### config.mk
export PLATFORM = sky130hd
export DESIGN_NAME = regfile_wb_ctrl_flat
export DESIGN_NICKNAME = d
export VERILOG_FILES = /design/src/rtl/rf_pkg.sv /design/src/rtl/regfile_wb_ctrl_if.sv /design/src/rtl/rf_scoreboard.sv /design/src/rtl/regfile_wb_ctrl.sv /design/src/flat_wrapper.sv
export SDC_FILE = /design/constraint.sdc
export NUM_CORES = 1
export LEC_CHECK = 0
export ABC_AREA = 0
export CORE_MARGIN = 10
export CORE_UTILIZATION = 48
export CTS_CLUSTER_SIZE = 30
export DETAILED_ROUTE_END_ITERATION = 10
export PLACE_DENSITY_LB_ADDON = 0.2
export SLEW_MARGIN = 5
export SYNTH_ARGS = -nofsm -noshare
export SYNTH_HDL_FRONTEND = slang
export SYNTH_SLANG_ARGS = --single-unit
### constraint.sdc
create_clock -name clk -period 3.3 [get_ports clk]
set_input_delay 0.495 -clock clk [delete_from_list [all_inputs] [get_ports clk]]
set_output_delay 0.495 -clock clk [all_outputs]
set_load 0.01 [all_outputs]
### src/rtl/rf_pkg.sv
// Shared widths and types for the register-file writeback controller.
// Imported by the interface, the scoreboard and the top.
package rf_pkg;

  localparam int DATA_W   = 32;
  localparam int ADDR_W   = 5;
  localparam int NUM_REGS = 1 << ADDR_W;
  localparam int WAIT_W   = 4;

  typedef struct packed {
    logic              valid;
    logic [ADDR_W-1:0] addr;
    logic [DATA_W-1:0] data;
  } wb_req_t;

  typedef enum logic [1:0] {
    GNT_NONE = 2'd0,
    GNT_ALU  = 2'd1,
    GNT_MEM  = 2'd2
  } grant_e;

endpackage

### src/rtl/regfile_wb_ctrl_if.sv
// Bundles the writeback requesters, register-file write port and issue-stage
// hazard signals. The master side drives requests; the slave side is the controller.
interface regfile_wb_ctrl_if;
  import rf_pkg::*;

  logic              alu_valid;
  logic [ADDR_W-1:0] alu_addr;
  logic [DATA_W-1:0] alu_data;
  logic              alu_ready;

  logic              mem_valid;
  logic [ADDR_W-1:0] mem_addr;
  logic [DATA_W-1:0] mem_data;
  logic              mem_ready;

  logic              rf_wr;
  logic [ADDR_W-1:0] rf_wadd;
  logic [DATA_W-1:0] rf_datain;

  logic              issue_valid;
  logic              issue_has_rd;
  logic [ADDR_W-1:0] issue_rd;
  logic [ADDR_W-1:0] issue_rs1;
  logic [ADDR_W-1:0] issue_rs2;
  logic              stall;
  logic              wb_err;

  modport master (
    output alu_valid, alu_addr, alu_data,
    input  alu_ready,
    output mem_valid, mem_addr, mem_data,
    input  mem_ready,
    input  rf_wr, rf_wadd, rf_datain,
    output issue_valid, issue_has_rd, issue_rd, issue_rs1, issue_rs2,
    input  stall, wb_err
  );

  modport slave (
    input  alu_valid, alu_addr, alu_data,
    output alu_ready,
    input  mem_valid, mem_addr, mem_data,
    output mem_ready,
    output rf_wr, rf_wadd, rf_datain,
    input  issue_valid, issue_has_rd, issue_rd, issue_rs1, issue_rs2,
    output stall, wb_err
  );

endinterface

### src/rtl/rf_scoreboard.sv
// Per-register busy tracking and RAW/WAW issue stall for the writeback controller.
// A register stays busy through its rf_wr cycle, so readers never need a bypass.
module rf_scoreboard
  import rf_pkg::*;
(
  input  logic              clk,
  input  logic              rst,
  input  logic              issue_valid,
  input  logic              issue_has_rd,
  input  logic [ADDR_W-1:0] issue_rd,
  input  logic [ADDR_W-1:0] issue_rs1,
  input  logic [ADDR_W-1:0] issue_rs2,
  input  logic              clr_en,
  input  logic [ADDR_W-1:0] clr_addr,
  output logic              stall,
  output logic              clr_busy
);

  logic [NUM_REGS-1:0] busy_q;
  logic [NUM_REGS-1:0] busy_d;
  logic                issue_go;

  // Clear is applied before set so a new claim on the committing register wins.
  always_comb begin
    stall    = issue_valid & (busy_q[issue_rs1] | busy_q[issue_rs2] |
                              (issue_has_rd & busy_q[issue_rd]));
    issue_go = issue_valid & ~stall;
    clr_busy = busy_q[clr_addr];
    busy_d   = busy_q;
    if (clr_en) begin
      busy_d[clr_addr] = 1'b0;
    end
    if (issue_go && issue_has_rd) begin
      busy_d[issue_rd] = 1'b1;
    end
  end

  always_ff @(posedge clk) begin
    if (rst) begin
      busy_q <= '0;
    end else begin
      busy_q <= busy_d;
    end
  end

endmodule

### src/rtl/regfile_wb_ctrl.sv
// Owns the register file's single write port: arbitrates ALU and load writebacks
// with a bounded-starvation fixed priority and registers the winner for one cycle.
module regfile_wb_ctrl
  import rf_pkg::*;
#(
  parameter int MAX_WAIT = 4
) (
  input logic              clk,
  input logic              rst,
  regfile_wb_ctrl_if.slave bus
);

  localparam logic [WAIT_W-1:0] MaxWait = WAIT_W'(MAX_WAIT);

  grant_e            grant;
  logic              force_alu;
  logic [WAIT_W-1:0] wait_cnt_q;
  logic [WAIT_W-1:0] wait_cnt_d;
  wb_req_t           wb_q;
  wb_req_t           wb_d;
  logic              wb_err_q;
  logic              wb_err_d;
  logic              commit;
  logic              commit_busy;

  // Loads normally win; an ALU denied MAX_WAIT cycles in a row is forced through.
  always_comb begin
    force_alu = bus.alu_valid && (wait_cnt_q == MaxWait);
    grant     = GNT_NONE;
    if (bus.alu_valid && (force_alu || !bus.mem_valid)) begin
      grant = GNT_ALU;
    end else if (bus.mem_valid) begin
      grant = GNT_MEM;
    end
  end

  assign bus.alu_ready = (grant == GNT_ALU);
  assign bus.mem_ready = (grant == GNT_MEM);

  always_comb begin
    wait_cnt_d = wait_cnt_q;
    if (!bus.alu_valid || grant == GNT_ALU) begin
      wait_cnt_d = '0;
    end else if (wait_cnt_q < MaxWait) begin
      wait_cnt_d = wait_cnt_q + WAIT_W'(1);
    end

    wb_d = '0;
    case (grant)
      GNT_ALU: wb_d = '{valid: 1'b1, addr: bus.alu_addr, data: bus.alu_data};
      GNT_MEM: wb_d = '{valid: 1'b1, addr: bus.mem_addr, data: bus.mem_data};
      default: wb_d = '0;
    endcase

    wb_err_d = wb_err_q | (commit & ~commit_busy);
  end

  // Gating with rst drops a write that was accepted just before reset.
  assign commit        = wb_q.valid & ~rst;
  assign bus.rf_wr     = commit;
  assign bus.rf_wadd   = wb_q.addr;
  assign bus.rf_datain = wb_q.data;
  assign bus.wb_err    = wb_err_q;

  always_ff @(posedge clk) begin
    if (rst) begin
      wait_cnt_q <= '0;
      wb_q       <= '0;
      wb_err_q   <= 1'b0;
    end else begin
      wait_cnt_q <= wait_cnt_d;
      wb_q       <= wb_d;
      wb_err_q   <= wb_err_d;
    end
  end

  rf_scoreboard u_scoreboard (
    .clk          (clk),
    .rst          (rst),
    .issue_valid  (bus.issue_valid),
    .issue_has_rd (bus.issue_has_rd),
    .issue_rd     (bus.issue_rd),
    .issue_rs1    (bus.issue_rs1),
    .issue_rs2    (bus.issue_rs2),
    .clr_en       (commit),
    .clr_addr     (wb_q.addr),
    .stall        (bus.stall),
    .clr_busy     (commit_busy)
  );

endmodule

### src/flat_wrapper.sv
// flat-port wrapper written by rule: the top's interface ports become plain ports
module regfile_wb_ctrl_flat import rf_pkg::*;
#(
  parameter int MAX_WAIT = 4
)
  (clk, rst, bus_alu_valid, bus_alu_addr, bus_alu_data, bus_alu_ready, bus_mem_valid, bus_mem_addr, bus_mem_data, bus_mem_ready, bus_rf_wr, bus_rf_wadd, bus_rf_datain, bus_issue_valid, bus_issue_has_rd, bus_issue_rd, bus_issue_rs1, bus_issue_rs2, bus_stall, bus_wb_err);
  regfile_wb_ctrl_if bus_i ();
  input logic clk;
  input logic rst;
  input wire logic [$bits(bus_i.alu_valid)-1:0] bus_alu_valid;
  input wire logic [$bits(bus_i.alu_addr)-1:0] bus_alu_addr;
  input wire logic [$bits(bus_i.alu_data)-1:0] bus_alu_data;
  output wire logic [$bits(bus_i.alu_ready)-1:0] bus_alu_ready;
  input wire logic [$bits(bus_i.mem_valid)-1:0] bus_mem_valid;
  input wire logic [$bits(bus_i.mem_addr)-1:0] bus_mem_addr;
  input wire logic [$bits(bus_i.mem_data)-1:0] bus_mem_data;
  output wire logic [$bits(bus_i.mem_ready)-1:0] bus_mem_ready;
  output wire logic [$bits(bus_i.rf_wr)-1:0] bus_rf_wr;
  output wire logic [$bits(bus_i.rf_wadd)-1:0] bus_rf_wadd;
  output wire logic [$bits(bus_i.rf_datain)-1:0] bus_rf_datain;
  input wire logic [$bits(bus_i.issue_valid)-1:0] bus_issue_valid;
  input wire logic [$bits(bus_i.issue_has_rd)-1:0] bus_issue_has_rd;
  input wire logic [$bits(bus_i.issue_rd)-1:0] bus_issue_rd;
  input wire logic [$bits(bus_i.issue_rs1)-1:0] bus_issue_rs1;
  input wire logic [$bits(bus_i.issue_rs2)-1:0] bus_issue_rs2;
  output wire logic [$bits(bus_i.stall)-1:0] bus_stall;
  output wire logic [$bits(bus_i.wb_err)-1:0] bus_wb_err;
  assign bus_i.alu_valid = bus_alu_valid;
  assign bus_i.alu_addr = bus_alu_addr;
  assign bus_i.alu_data = bus_alu_data;
  assign bus_alu_ready = bus_i.alu_ready;
  assign bus_i.mem_valid = bus_mem_valid;
  assign bus_i.mem_addr = bus_mem_addr;
  assign bus_i.mem_data = bus_mem_data;
  assign bus_mem_ready = bus_i.mem_ready;
  assign bus_rf_wr = bus_i.rf_wr;
  assign bus_rf_wadd = bus_i.rf_wadd;
  assign bus_rf_datain = bus_i.rf_datain;
  assign bus_i.issue_valid = bus_issue_valid;
  assign bus_i.issue_has_rd = bus_issue_has_rd;
  assign bus_i.issue_rd = bus_issue_rd;
  assign bus_i.issue_rs1 = bus_issue_rs1;
  assign bus_i.issue_rs2 = bus_issue_rs2;
  assign bus_stall = bus_i.stall;
  assign bus_wb_err = bus_i.wb_err;
  regfile_wb_ctrl #(.MAX_WAIT(MAX_WAIT)) u_core (.clk(clk), .rst(rst), .bus(bus_i));
endmodule
# Word-level counts from Yosys, hierarchy flattened
# Cells that the tools add are included.
[totals] reg_bits=75 out_inout_bits=42 wordCells=58 in_bits=95
[op_classes] muxes=17 eq_ne=3 n_addsub=1 order_cmp=7 bitwise_logic=14 reduce_logical=10
[op_table] operator="38-bit case mux with 2 select lines" count=1
[op_table] operator="32-bit 2-to-1 mux" count=2
[op_table] operator="32-bit AND" count=1
[op_table] operator="32-bit NOT" count=1
[op_table] operator="32-bit OR" count=1
[op_table] operator="5-bit by 6-bit < comparator with 1-bit output, second input constant" count=4
[op_table] operator="1-bit binary-select mux with 5-bit select" count=4
[op_table] operator="1-bit demux with 5-bit select" count=2
[op_table] operator="5-bit by 1-bit greater-or-equal comparator with 1-bit output, second input constant" count=2
[op_table] operator="1-bit 2-to-1 mux" count=6
[op_table] operator="1-bit AND" count=5
[op_table] operator="1-bit logical AND" count=5
[op_table] operator="4-bit by 1-bit adder with 4-bit output, second input constant" count=1
[op_table] operator="4-bit by 3-bit == test with 1-bit output, second input constant" count=1
[op_table] operator="4-bit by 3-bit < comparator with 1-bit output, second input constant" count=1
[op_table] operator="2-bit 2-to-1 mux" count=2
[op_table] operator="1-bit NOT" count=3
[op_table] operator="1-bit OR" count=3
[op_table] operator="2-bit by 1-bit == test with 1-bit output, second input constant" count=1
[op_table] operator="2-bit == test, second input constant" count=1
[op_table] operator="1-bit logical NOT" count=2
[op_table] operator="1-bit logical OR" count=2
[op_table] operator="2-bit OR reduction" count=1

# Longest topological paths before layout
[depth] ltp_word=9 ltp_mapped=9 ltp_nobuf=7

# By module
# From an unflattened synthesis, not the netlist that was laid out.
[hier_totals] cells_unflattened=543 area_unflattened_um2=4787.1
[modules_own_cells] module="rf_scoreboard" seq_area_each_um2=640.6 instances=1 area_per_inst_um2=3054.2 cells_per_inst=393
[modules_own_cells] module="regfile_wb_ctrl" seq_area_each_um2=860.8 instances=1 area_per_inst_um2=1732.9 cells_per_inst=150

# Worst setup path after synthesis
# Ideal clock, no wire load.
[synth_path] kind="input to output" start="in bus_issue_rs2[2]" end="out bus_stall" required_time_ns=2.805 arrival_ns=2.402 stages=9 path_slack_ns=0.403 cell_sequence="clkbuf_1 -> buf_2 -> mux4_2 -> nand4_1 -> o311ai_0 -> a311oi_2 -> nand4_4 -> buf_6 -> o21a_1"
[synth_via] elab_chain_cells=5
[synth_rtl] item="from (decl)" line_no="flat_wrapper.sv:25" source="input wire logic [$bits(bus_i.issue_rs2)-1:0] bus_issue_rs2;"
[synth_rtl] item="1-bit binary-select mux with 5-bit select" line_no="rf_scoreboard.sv:25" source="stall = issue_valid & (busy_q[issue_rs1] | busy_q[issue_rs2] |"
[synth_rtl] item="1-bit 2-to-1 mux (implied by the code)" line_no="rf_scoreboard.sv:25"
[synth_rtl] item="1-bit OR (2 in a row)" line_no="rf_scoreboard.sv:25"
[synth_rtl] item="1-bit AND" line_no="rf_scoreboard.sv:25"
[synth_rtl] item="to (decl)" line_no="flat_wrapper.sv:26" source="output wire logic [$bits(bus_i.stall)-1:0] bus_stall;"
# Every way passes these cells. The select of a mux whose other input is x is not followed.

# Worst setup path after layout
[layout_path] start="in bus_issue_rs1[2]" end="out bus_stall"
[layout_via] elab_chain_cells=5
[layout_rtl] item="from (decl)" line_no="flat_wrapper.sv:24" source="input wire logic [$bits(bus_i.issue_rs1)-1:0] bus_issue_rs1;"
[layout_rtl] item="1-bit binary-select mux with 5-bit select" line_no="rf_scoreboard.sv:25"
[layout_rtl] item="1-bit 2-to-1 mux (implied by the code)" line_no="rf_scoreboard.sv:25"
[layout_rtl] item="1-bit OR (2 in a row)" line_no="rf_scoreboard.sv:25"
[layout_rtl] item="1-bit AND" line_no="rf_scoreboard.sv:25"
# Every way passes these cells. The select of a mux whose other input is x is not followed.

==> results.yml <==
run_status:
  status: "complete, no violations"
pwr:
  p_leak_nw: 2.42
  seqPwrFrac_pct: 41.7
  powerDensity_mw_per_mm2: 361
  swShare_pct: 24.0
  p_sw_w: 0.000550
  combPwrFrac_pct: 18.5
  clockPowerShare_pct: 39.9
  ir_worst_vdd_v: 0.000313
  internal_power_w: 0.00174
final_layout:
  final_area_mm2: 0.00635
  fin_nets: 688
  drive_gt1_share_pct: 19.0
  n_antenna_cell: 0
  instances_no_fill: 729
  multiInputGateArea_mm2: 0.00275
  syn_to_final_growth_pct: 35.4
  fillers: 806
  seq_area_mm2: 0.00150
synth:
  yosys.area.top_type: "dfxtp_1"
  yosys_warnings: 0
  synthAdderAreaFrac_pct: 0.533
  synth-xor-area-share_pct: 0.187
  ys_ff_latch: 75
  synth.distinct_cells: 51
  async_reset_ff_share_pct: 0
  synthesis.area_mm2: 0.00469
  synth-simple-area-share_pct: 17.5
  synth_top_family_by_area: "compound AO/OA/AOI/OAI gates"
  synth-compound-area-share_pct: 22.9
  ys_seq_area_share_pct: 32.0
  muxShareOfSynthArea_pct: 16.2
  yosysTopAreaCellShare_pct: 32.0
  synth_ff_type: "dfxtp_1"
  syn_inst: 483
  syn_area_per_cell_um2: 9.71
  synth_edf_count: 0
  netlist_top_cells_area: "dfxtp_1 (32%), o41ai_2 (10%), mux4_2 (9.1%)"
  synth_fp_nets: 580
clocking:
  cts.sinks: 75
  clock_latency_ns: 0.35
  htreeDepth: 3
  clockBufferDepth: 2
  cts_buffers: 9
  clk_pin_slew_worst_paths_ns: 0.07
  cts-root-buf: "clkbuf_8"
  ctsHoldBuffers: 0
  cts_tree: "done"
global_routing:
  antenna_found_initial: 0
  grt_max_degree: 38
  grt_pass1_wl_mm: 24.0
  grt_pass1_vias: 4469
  gr-usage-all-layers_pct: 21.3
  overflow: 0
route:
  first_pass_iters: 5
  drtIter0Drc: 316
  wl_per_cell_um: 21.2
  ant_nets: 0
  drc_errors: 0
  viasPerCell: 5.96
  vias: 4344
  wirelength_mm: 15.5
placement:
  gp_congestion: 0.967
  numPlacedInstances: 710
  place_hpwl_mm: 11.9
  place_ws_ns: -0.260
  io_buffers: 136
  postPlaceCellArea_mm2: 0.00604
hold_path:
  worst_hold_path_type: "flop to flop"
worst_setup_path:
  arrival_ns: 2.71
  slowest_delay_ns: 0.48
  path_class: "input pin to output pin"
  critPathCaptureType: "output pin"
  path_cells: "clkdlybuf4s50_1 -> buf_6 -> buf_4 -> mux4_2 -> mux2i_1 -> nor3b_2 -> a311oi_4 -> nand4_4 -> o21a_1 -> buf_2"
  cp_slowest_cell: "mux4_2"
  worst-path-buf-inv: 4
  path_max_fanout: 6
  path_delay_family: "buffers and inverters"
  required_ns: 2.80
  start_kind: "input pin"
floorplanning:
  core_mm2: 0.00964
  num_rows: 36
  fp.dieH_um: 119
  io_pins: 137
  fp.dieArea_mm2: 0.0141
  die_width_um: 119
  start_util_pct: 48.7
timing:
  hold_viol_final: 0
  min_period_ns: 3.20
  rsz0062_at_grt: "false"
  max_slew_margin_pct: 38.6
  layout_worst_path_cycle_share_pct: 97.0
  holdWs_ns: 0.483
  setup_viol: 0
  finClkSkew_ns: 0.0114
  setup_ws_ns: 0.0985
  max_freq_ghz: 0.312
  tightest_slew_ns: 0.920
  fin_tns_setup_ns: 0
  slew_viol_final: 0
run:
  drv_cap: 0
-- cell usage in the layout, fill, tap and decap left out, types with 20 or more instances in the layout --
master,netlist,routed
o41ai_2,29,29
buf_4,37,37
nand3b_1,20,20
dfxtp_1,75,75
nor2_1,53,53
nand2_1,26,26
o21ai_0,20,20
a22oi_1,39,39
mux2i_1,27,26
clkdlybuf4s50_1,0,134
-- tightest hold or removal path, stage by stage, from the launching register on --
cell	delay, ns
dfxtp_1	0.34
nor2_1	0.05
nor2_1	0.06
-- cells in the mapped netlist, drive strengths merged, types with 3 or more instances --
library cell,number
nand2,26
dfxtp,75
nor3,5
a211oi,3
inv,8
nand4,3
mux2i,27
o41ai,32
mux4,21
a22oi,39
o21ai,20
nor2,53
buf,54
nor2b,19
nor3b,4
and2,3
clkbuf,23
a21oi,3
nand3,8
nand2b,6
or3,3
nand3b,20
-- cells by family after synthesis --
group,count (synthesis)
simple gates,157
flops,75
fa+ha+maj,2
buf+inv,85
xor+xnor,1
mux,49
compound gates,114
-- state kept, by name, indices dropped and copies added, names as in the netlist --
name,cells
u_core.bus.rf_datain,32
u_core.bus.rf_wadd,5
u_core.bus.wb_err,1
u_core.u_scoreboard.busy_q,32
u_core.wait_cnt_q,4
u_core.wb_q,1
-- layer usage --
layer / vias to the layer above / track usage (%) / wire, µm
li1: 1989 / - / -
met1: 2039 / 22.5 / 5710
met2: 252 / 34.8 / 7190
met3: 64 / 8.55 / 1760
met4: 0 / 13.4 / 815
met5: - / 0 / 0
-- power groups by stage --
| stage | Clock [W] | Combinational, W | Sequential, W |
|---|---|---|---|
| after global routing | 0.000962 | 0.000454 | 0.000959 |
| after global placement | 0 | 0.000415 | 0.000975 |
| after detailed placement | 0 | 0.000418 | 0.000976 |
| after CTS | 0.000929 | 0.000423 | 0.000955 |
| after floorplan | 0 | 0.000229 | 0.000962 |
| final | 0.000914 | 0.000424 | 0.000956 |
-- timing repair --
action	4_1_cts	5_1_grt
buffers inserted	3	0
gates resized for setup	8	4
pin swaps	3	4
setup endpoints to repair	1	1
-- final cells by class --
type / count / share of cell area (%)
multi-input combinational: 323 / 43.3
timing repair buffer: 174 / 25.9
sequential: 75 / 23.6
tap: 133 / 2.62
clock buffer: 11 / 2.07
clock inverter: 5 / 1.97
inverter: 8 / 0.473
-- final timing paths --
| path | depth (start not counted) | slack, ns | start | end |
|---|---|---|---|---|
| max | 10 | 0.1 | bus_issue_rs1[2] | bus_stall |
| min | 2 | 0.48 | u_core.bus.wb_err | u_core.bus.wb_err |
| max reg2reg | 6 | 0.68 | u_core.u_scoreboard.busy_q[27] | u_core.u_scoreboard.busy_q[0] |
| min reg2reg | 2 | 0.48 | u_core.bus.wb_err | u_core.bus.wb_err |
-- per-stage QoR --
step                      util [%]  total power, W
after floorplan                  -         0.00119
after global placement        62.7         0.00139
after detailed placement      62.7         0.00139
after CTS                     65.8         0.00231
after global routing          65.9         0.00238
final                         65.9         0.00229
Note: power is estimated with default switching activity, not from simulation.
